### src/rtl/chart_sequencer.sv
// -----------------------------------------------------------------------------
// chart_sequencer
//
// Plays back the note chart of the selected song. Each chart entry is a 16-bit
// ROM word {delta[11:0], lane_mask[3:0]}; delta is the number of chart ticks
// after the previous entry's target time. When the song clock reaches an
// entry's absolute target time, the lane mask is emitted as a one-cycle spawn
// pulse. A word of all zeros ends the chart. The block also owns the song
// clock: a TICK_DIV clock divider that advances song_time.
//
// Ports
//   clk        system clock
//   rst        asynchronous reset, active-low
//   music_id   song select, sampled only when a start is accepted
//   start      one-cycle pulse, begins playback from IDLE or DONE
//   pause      level, freezes the song clock and holds emission while high
//   stop       one-cycle pulse, aborts to IDLE (wins over start)
//   rom_addr   chart ROM address {song, entry index}
//   rom_data   chart ROM word, valid one cycle after rom_addr
//   spawn      one-cycle per-lane spawn pulse
//   playing    high while a song is being played (FETCH/LOAD/WAIT/EMIT)
//   done       high once the chart has finished (DONE)
//   song_time  chart ticks elapsed since the accepted start (saturating)
// -----------------------------------------------------------------------------
module chart_sequencer #(
    parameter int TICK_DIV = 500000,
    parameter int IDX_W    = 10,
    parameter int TIME_W   = 20
) (
    input  logic                clk,
    input  logic                rst,
    input  logic [1:0]          music_id,
    input  logic                start,
    input  logic                pause,
    input  logic                stop,
    output logic [IDX_W+1:0]    rom_addr,
    input  logic [15:0]         rom_data,
    output logic [3:0]          spawn,
    output logic                playing,
    output logic                done,
    output logic [TIME_W-1:0]   song_time
);

    localparam int DIV_W = $clog2(TICK_DIV);
    // The target adder must be wide enough for both the 12-bit delta and the
    // target register, plus a carry bit to detect saturation.
    localparam int SUM_W = ((TIME_W > 12) ? TIME_W : 12) + 1;
    localparam logic [SUM_W-1:0] TIME_MAX = SUM_W'((64'd1 << TIME_W) - 64'd1);
    localparam logic [DIV_W-1:0] DIV_LAST = DIV_W'(TICK_DIV - 1);

    typedef enum logic [2:0] {
        ST_IDLE,
        ST_FETCH,
        ST_LOAD,
        ST_WAIT,
        ST_EMIT,
        ST_DONE
    } state_t;

    state_t              state_reg, state_next;
    logic [1:0]          song_q_reg, song_q_next;
    logic [IDX_W-1:0]    idx_reg, idx_next;
    logic [TIME_W-1:0]   target_reg, target_next;
    logic [3:0]          mask_reg, mask_next;
    logic [3:0]          spawn_reg, spawn_next;
    logic [DIV_W-1:0]    div_reg, div_next;
    logic [TIME_W-1:0]   song_time_reg, song_time_next;

    logic                run_clock;
    logic                tick;
    logic [SUM_W-1:0]    target_sum;
    logic [TIME_W-1:0]   target_sat;

    assign playing   = (state_reg == ST_FETCH) || (state_reg == ST_LOAD) ||
                       (state_reg == ST_WAIT)  || (state_reg == ST_EMIT);
    assign done      = (state_reg == ST_DONE);
    assign spawn     = spawn_reg;
    assign song_time = song_time_reg;
    assign rom_addr  = {song_q_reg, idx_reg};

    // The song clock only runs while a song is playing and not paused.
    assign run_clock = playing && !pause;
    assign tick      = run_clock && (div_reg == DIV_LAST);

    // Absolute target time: each delta is added to the previous target, so
    // the cycles spent fetching never shift the chart timing.
    assign target_sum = SUM_W'(target_reg) + SUM_W'(rom_data[15:4]);
    assign target_sat = (target_sum > TIME_MAX) ? {TIME_W{1'b1}}
                                                : target_sum[TIME_W-1:0];

    always_ff @(posedge clk or negedge rst) begin
        if (!rst) begin
            state_reg <= ST_IDLE;
        end else begin
            state_reg <= state_next;
        end
    end

    always_ff @(posedge clk or negedge rst) begin
        if (!rst) begin
            song_q_reg    <= '0;
            idx_reg       <= '0;
            target_reg    <= '0;
            mask_reg      <= '0;
            spawn_reg     <= '0;
            div_reg       <= '0;
            song_time_reg <= '0;
        end else begin
            song_q_reg    <= song_q_next;
            idx_reg       <= idx_next;
            target_reg    <= target_next;
            mask_reg      <= mask_next;
            spawn_reg     <= spawn_next;
            div_reg       <= div_next;
            song_time_reg <= song_time_next;
        end
    end

    always_comb begin
        state_next     = state_reg;
        song_q_next    = song_q_reg;
        idx_next       = idx_reg;
        target_next    = target_reg;
        mask_next      = mask_reg;
        spawn_next     = '0;
        div_next       = div_reg;
        song_time_next = song_time_reg;

        if (run_clock) begin
            if (tick) begin
                div_next = '0;
                if (song_time_reg != {TIME_W{1'b1}}) begin
                    song_time_next = song_time_reg + TIME_W'(1);
                end
            end else begin
                div_next = div_reg + DIV_W'(1);
            end
        end

        unique case (state_reg)
            ST_IDLE, ST_DONE: begin
                if (start && !stop) begin
                    state_next     = ST_FETCH;
                    song_q_next    = music_id;
                    idx_next       = '0;
                    target_next    = '0;
                    div_next       = '0;
                    song_time_next = '0;
                end
            end
            ST_FETCH: begin
                // rom_addr is on the bus this cycle; the word arrives in LOAD.
                state_next = ST_LOAD;
            end
            ST_LOAD: begin
                if (rom_data == 16'h0000) begin
                    state_next = ST_DONE;
                end else begin
                    target_next = target_sat;
                    mask_next   = rom_data[3:0];
                    state_next  = ST_WAIT;
                end
            end
            ST_WAIT: begin
                if ((song_time_reg >= target_reg) && !pause) begin
                    spawn_next = mask_reg;
                    state_next = ST_EMIT;
                end
            end
            ST_EMIT: begin
                // The last index ends the song instead of wrapping to entry 0.
                if (idx_reg == {IDX_W{1'b1}}) begin
                    state_next = ST_DONE;
                end else begin
                    idx_next   = idx_reg + IDX_W'(1);
                    state_next = ST_FETCH;
                end
            end
            default: begin
                state_next = ST_IDLE;
            end
        endcase

        // Abort wins over everything, including a same-cycle start.
        if (stop) begin
            state_next = ST_IDLE;
            spawn_next = '0;
        end
    end

endmodule

### config.mk
export PLATFORM = sky130hd
export DESIGN_NAME = chart_sequencer
export DESIGN_NICKNAME = d
export VERILOG_FILES = /design/src/rtl/chart_sequencer.sv
export SDC_FILE = /design/constraint.sdc
export NUM_CORES = 1
export LEC_CHECK = 0
export ABC_AREA = 1
export BUFFER_PORTS_ARGS = -buffer_cell sky130_fd_sc_hd__buf_4
export CAP_MARGIN = 20
export CORE_MARGIN = 2
export CORE_UTILIZATION = 30
export CTS_CLUSTER_SIZE = 16
export DETAILED_ROUTE_END_ITERATION = 8
export HOLD_SLACK_MARGIN = 0.02
export RECOVER_POWER = 25
export SLEW_MARGIN = 30
export SYNTH_ARGS = -nofsm -noshare
export SYNTH_HDL_FRONTEND = slang
export SYNTH_SLANG_ARGS = --single-unit
### constraint.sdc
create_clock -name clk -period 2.37 [get_ports clk]
set_input_delay 0.474 -clock clk [delete_from_list [all_inputs] [get_ports clk]]
set_output_delay 0.474 -clock clk [all_outputs]
set_load 0.03 [all_outputs]
==> results.toml <==
[setup_path]
critical_path_class = "reg -> reg"
critPathArrivalTime_ns = 2.31
cp.required_ns = 2.59
cp-end-kind = "flop"
crit_chain = "ha_1 > inv_1 > nor2_2 > inv_1 > nor2_1 > and2_1 > nand3_4 > inv_6 > nand3_1 > o21ai_2 > a21oi_2"
cpMaxStageDelayCell = "dfrtp_1"
cp.buffers_inverters = 3
path_common_cell = "inv_1"
path_max_fanout = 28
crit_family = "simple AND/OR/NAND/NOR gates"
cp-start-kind = "flop"
max_stage_delay_ns = 0.44

[yosys]
synthArstFlopShare = 1.00
synth.most_common_cell = "nand2_1"
syn-cell-area_sq_mm = 0.00623
ys_seq_area_frac = 0.329
synthTopCellsByArea = "dfrtp_1 33%, nand2_1 15%, ha_1 7.0%"
synthCells = 878
syn-num-nets = 937
synth_top_area_cell = "dfrtp_1"
synth_common_cells = "243 x nand2_1, 98 x inv_1, 85 x nor2_1, 82 x dfrtp_1, 71 x nand3_1"
synth_seq_cells = 82
yosysTopAreaCellShare = 0.329
synth_ff_type = "dfrtp_1"
yosysUniqueCellTypes = 48
synth_edf_count = 0
yosysWarnings = 0
avgSynthCellArea_sq_um = 7.10

[final_layout]
final-instance-count-excl-fill = 1235
drive_gt1_frac = 0.168
n_antenna_cell = 0
fin_nets = 1019
area_delta_synth_final_pct = 18.5
design_area_sq_mm = 0.00738
fin_util = 0.364

[sta]
setup_viol = 0
drv_slew = 0
fin_crit_sh = 0.878
fin_setup_tns_ns = 0
rsz0062_at_grt = "false"
worst_slack_ns = 0.289
max_freq_mhz = 480
hold_ws_ns = 0.281
hold_viol = 0
min_period_ns = 2.08
worst_slew_pin_slew_ns = 1.00
finalClockSkew_ns = 0.00822
slew-limit-headroom = 0.331

[clock_network]
cts_hold_buf = 0
clk_path_buf_depth = 2
htreeDepth = 3
clk_latency_ns = 0.35
cts_resized = 0
cts-root-buf = "clkbuf_16"
postCtsSetupBuffers = 0
cts_num_sinks = 82
clkSlewWorstSetupHoldPaths_ns = 0.06
cts_tree = "yes"
cts_buffers = 9

[hold_path]
hold_class = "in -> async"

[floorplan]
die_area_sq_mm = 0.0219
rows = 52
die_y_microns = 148
die_w_microns = 148
core_area_sq_mm = 0.0203
initial_core_util = 0.307
ios = 61

[route]
drc = 0
drt_first_pass_iters = 6
vias = 5959
vias_per_cell = 4.83
drt_wl_total_mm = 16.7
ant_nets = 0
drtIter0Drc = 436
wl_per_cell_microns = 13.5

[place]
pre_cts_ws_ns = 0.0711
place_hpwl_mm = 12.8
dp_cells = 1218
postPlaceCellArea_sq_mm = 0.00710
place.gp.congestion = 0.874
port_buffers = 60

[global_route]
gr-total-overflow = 0
grt_pass1_wl_mm = 27.9
grt_util_all_layers = 0.157
antenna_found_initial = 0
grt_pass1_vias = 5629
grt_max_degree = 38

[run_status]
status = "finished, final reports clean"

[power]
vdd_ir_drop_max_mv = 0.304
total_power_mw = 5.57
power.density_mw_per_mm2 = 754
total_leakage_power_nw = 3.56

[flow_run]
drv_cap = 0
[worst paths after layout]
path,start,to,slack [ns],cells past startpoint
hold reg to reg,song_q_reg[0],song_q_reg[0],0.48,2
min in group clk,music_id[1],song_q_reg[1],0.33,3
hold / removal,rst,target_reg[5],0.28,1
setup / recovery,div_reg[0],song_time[15],0.29,11
setup reg to reg,div_reg[0],song_time[15],0.29,11
max in group asynchronous,rst,song_time[19],0.58,2
[final cells by class]
class / instances / area (sq um)
timing repair buffer: 85 / 629
tap: 270 / 338
clock inverter: 2 / 35.0
sequential: 82 / 2050
multi-input combinational: 672 / 3640
fill: 2206 / 12900
clock buffer: 14 / 264
inverter: 110 / 425
[cells by family after synthesis]
group                      Yosys count  share of synthesized area
and+or+nand+nor                    487                      0.353
buffers and inverters              124                     0.0863
AOI/OAI and AO/OA                  120                      0.117
DFF                                 82                      0.329
adders and majority gates           36                     0.0735
xor gates and xnor gates            29                     0.0408
[power by group]
part	internal (mW)	leakage (nW)	switching [mW]
clock	0.875	0.147	0.588
combinational	0.786	2.30	1.58
sequential	1.60	1.12	0.145
[placed cells by master (no fill, tap or decap), drive strengths merged, types with 2 or more instances in the layout]
master  instances
dfrtp          82
or2             4
nand4          19
a21oi          41
nand3          80
clkbuf         17
buf            82
nand2         249
nand3b          5
o31ai           3
a22oi           6
xor2           24
and3            4
nor3           26
o21ai          61
nor2           96
xnor2           5
a21o            2
o21a            3
ha             35
inv           110
[layer usage]
| layer | GRT usage | share of wire | vias to the layer above |
|---|---|---|---|
| met5 | 0 | 0 | - |
| met4 | 0.0438 | 0.011 | 0 |
| met3 | 0.0230 | 0.041 | 13 |
| met2 | 0.255 | 0.46 | 111 |
| met1 | 0.218 | 0.49 | 2792 |
| li1 | - | - | 3043 |
Power figures use the tool's default switching activity.
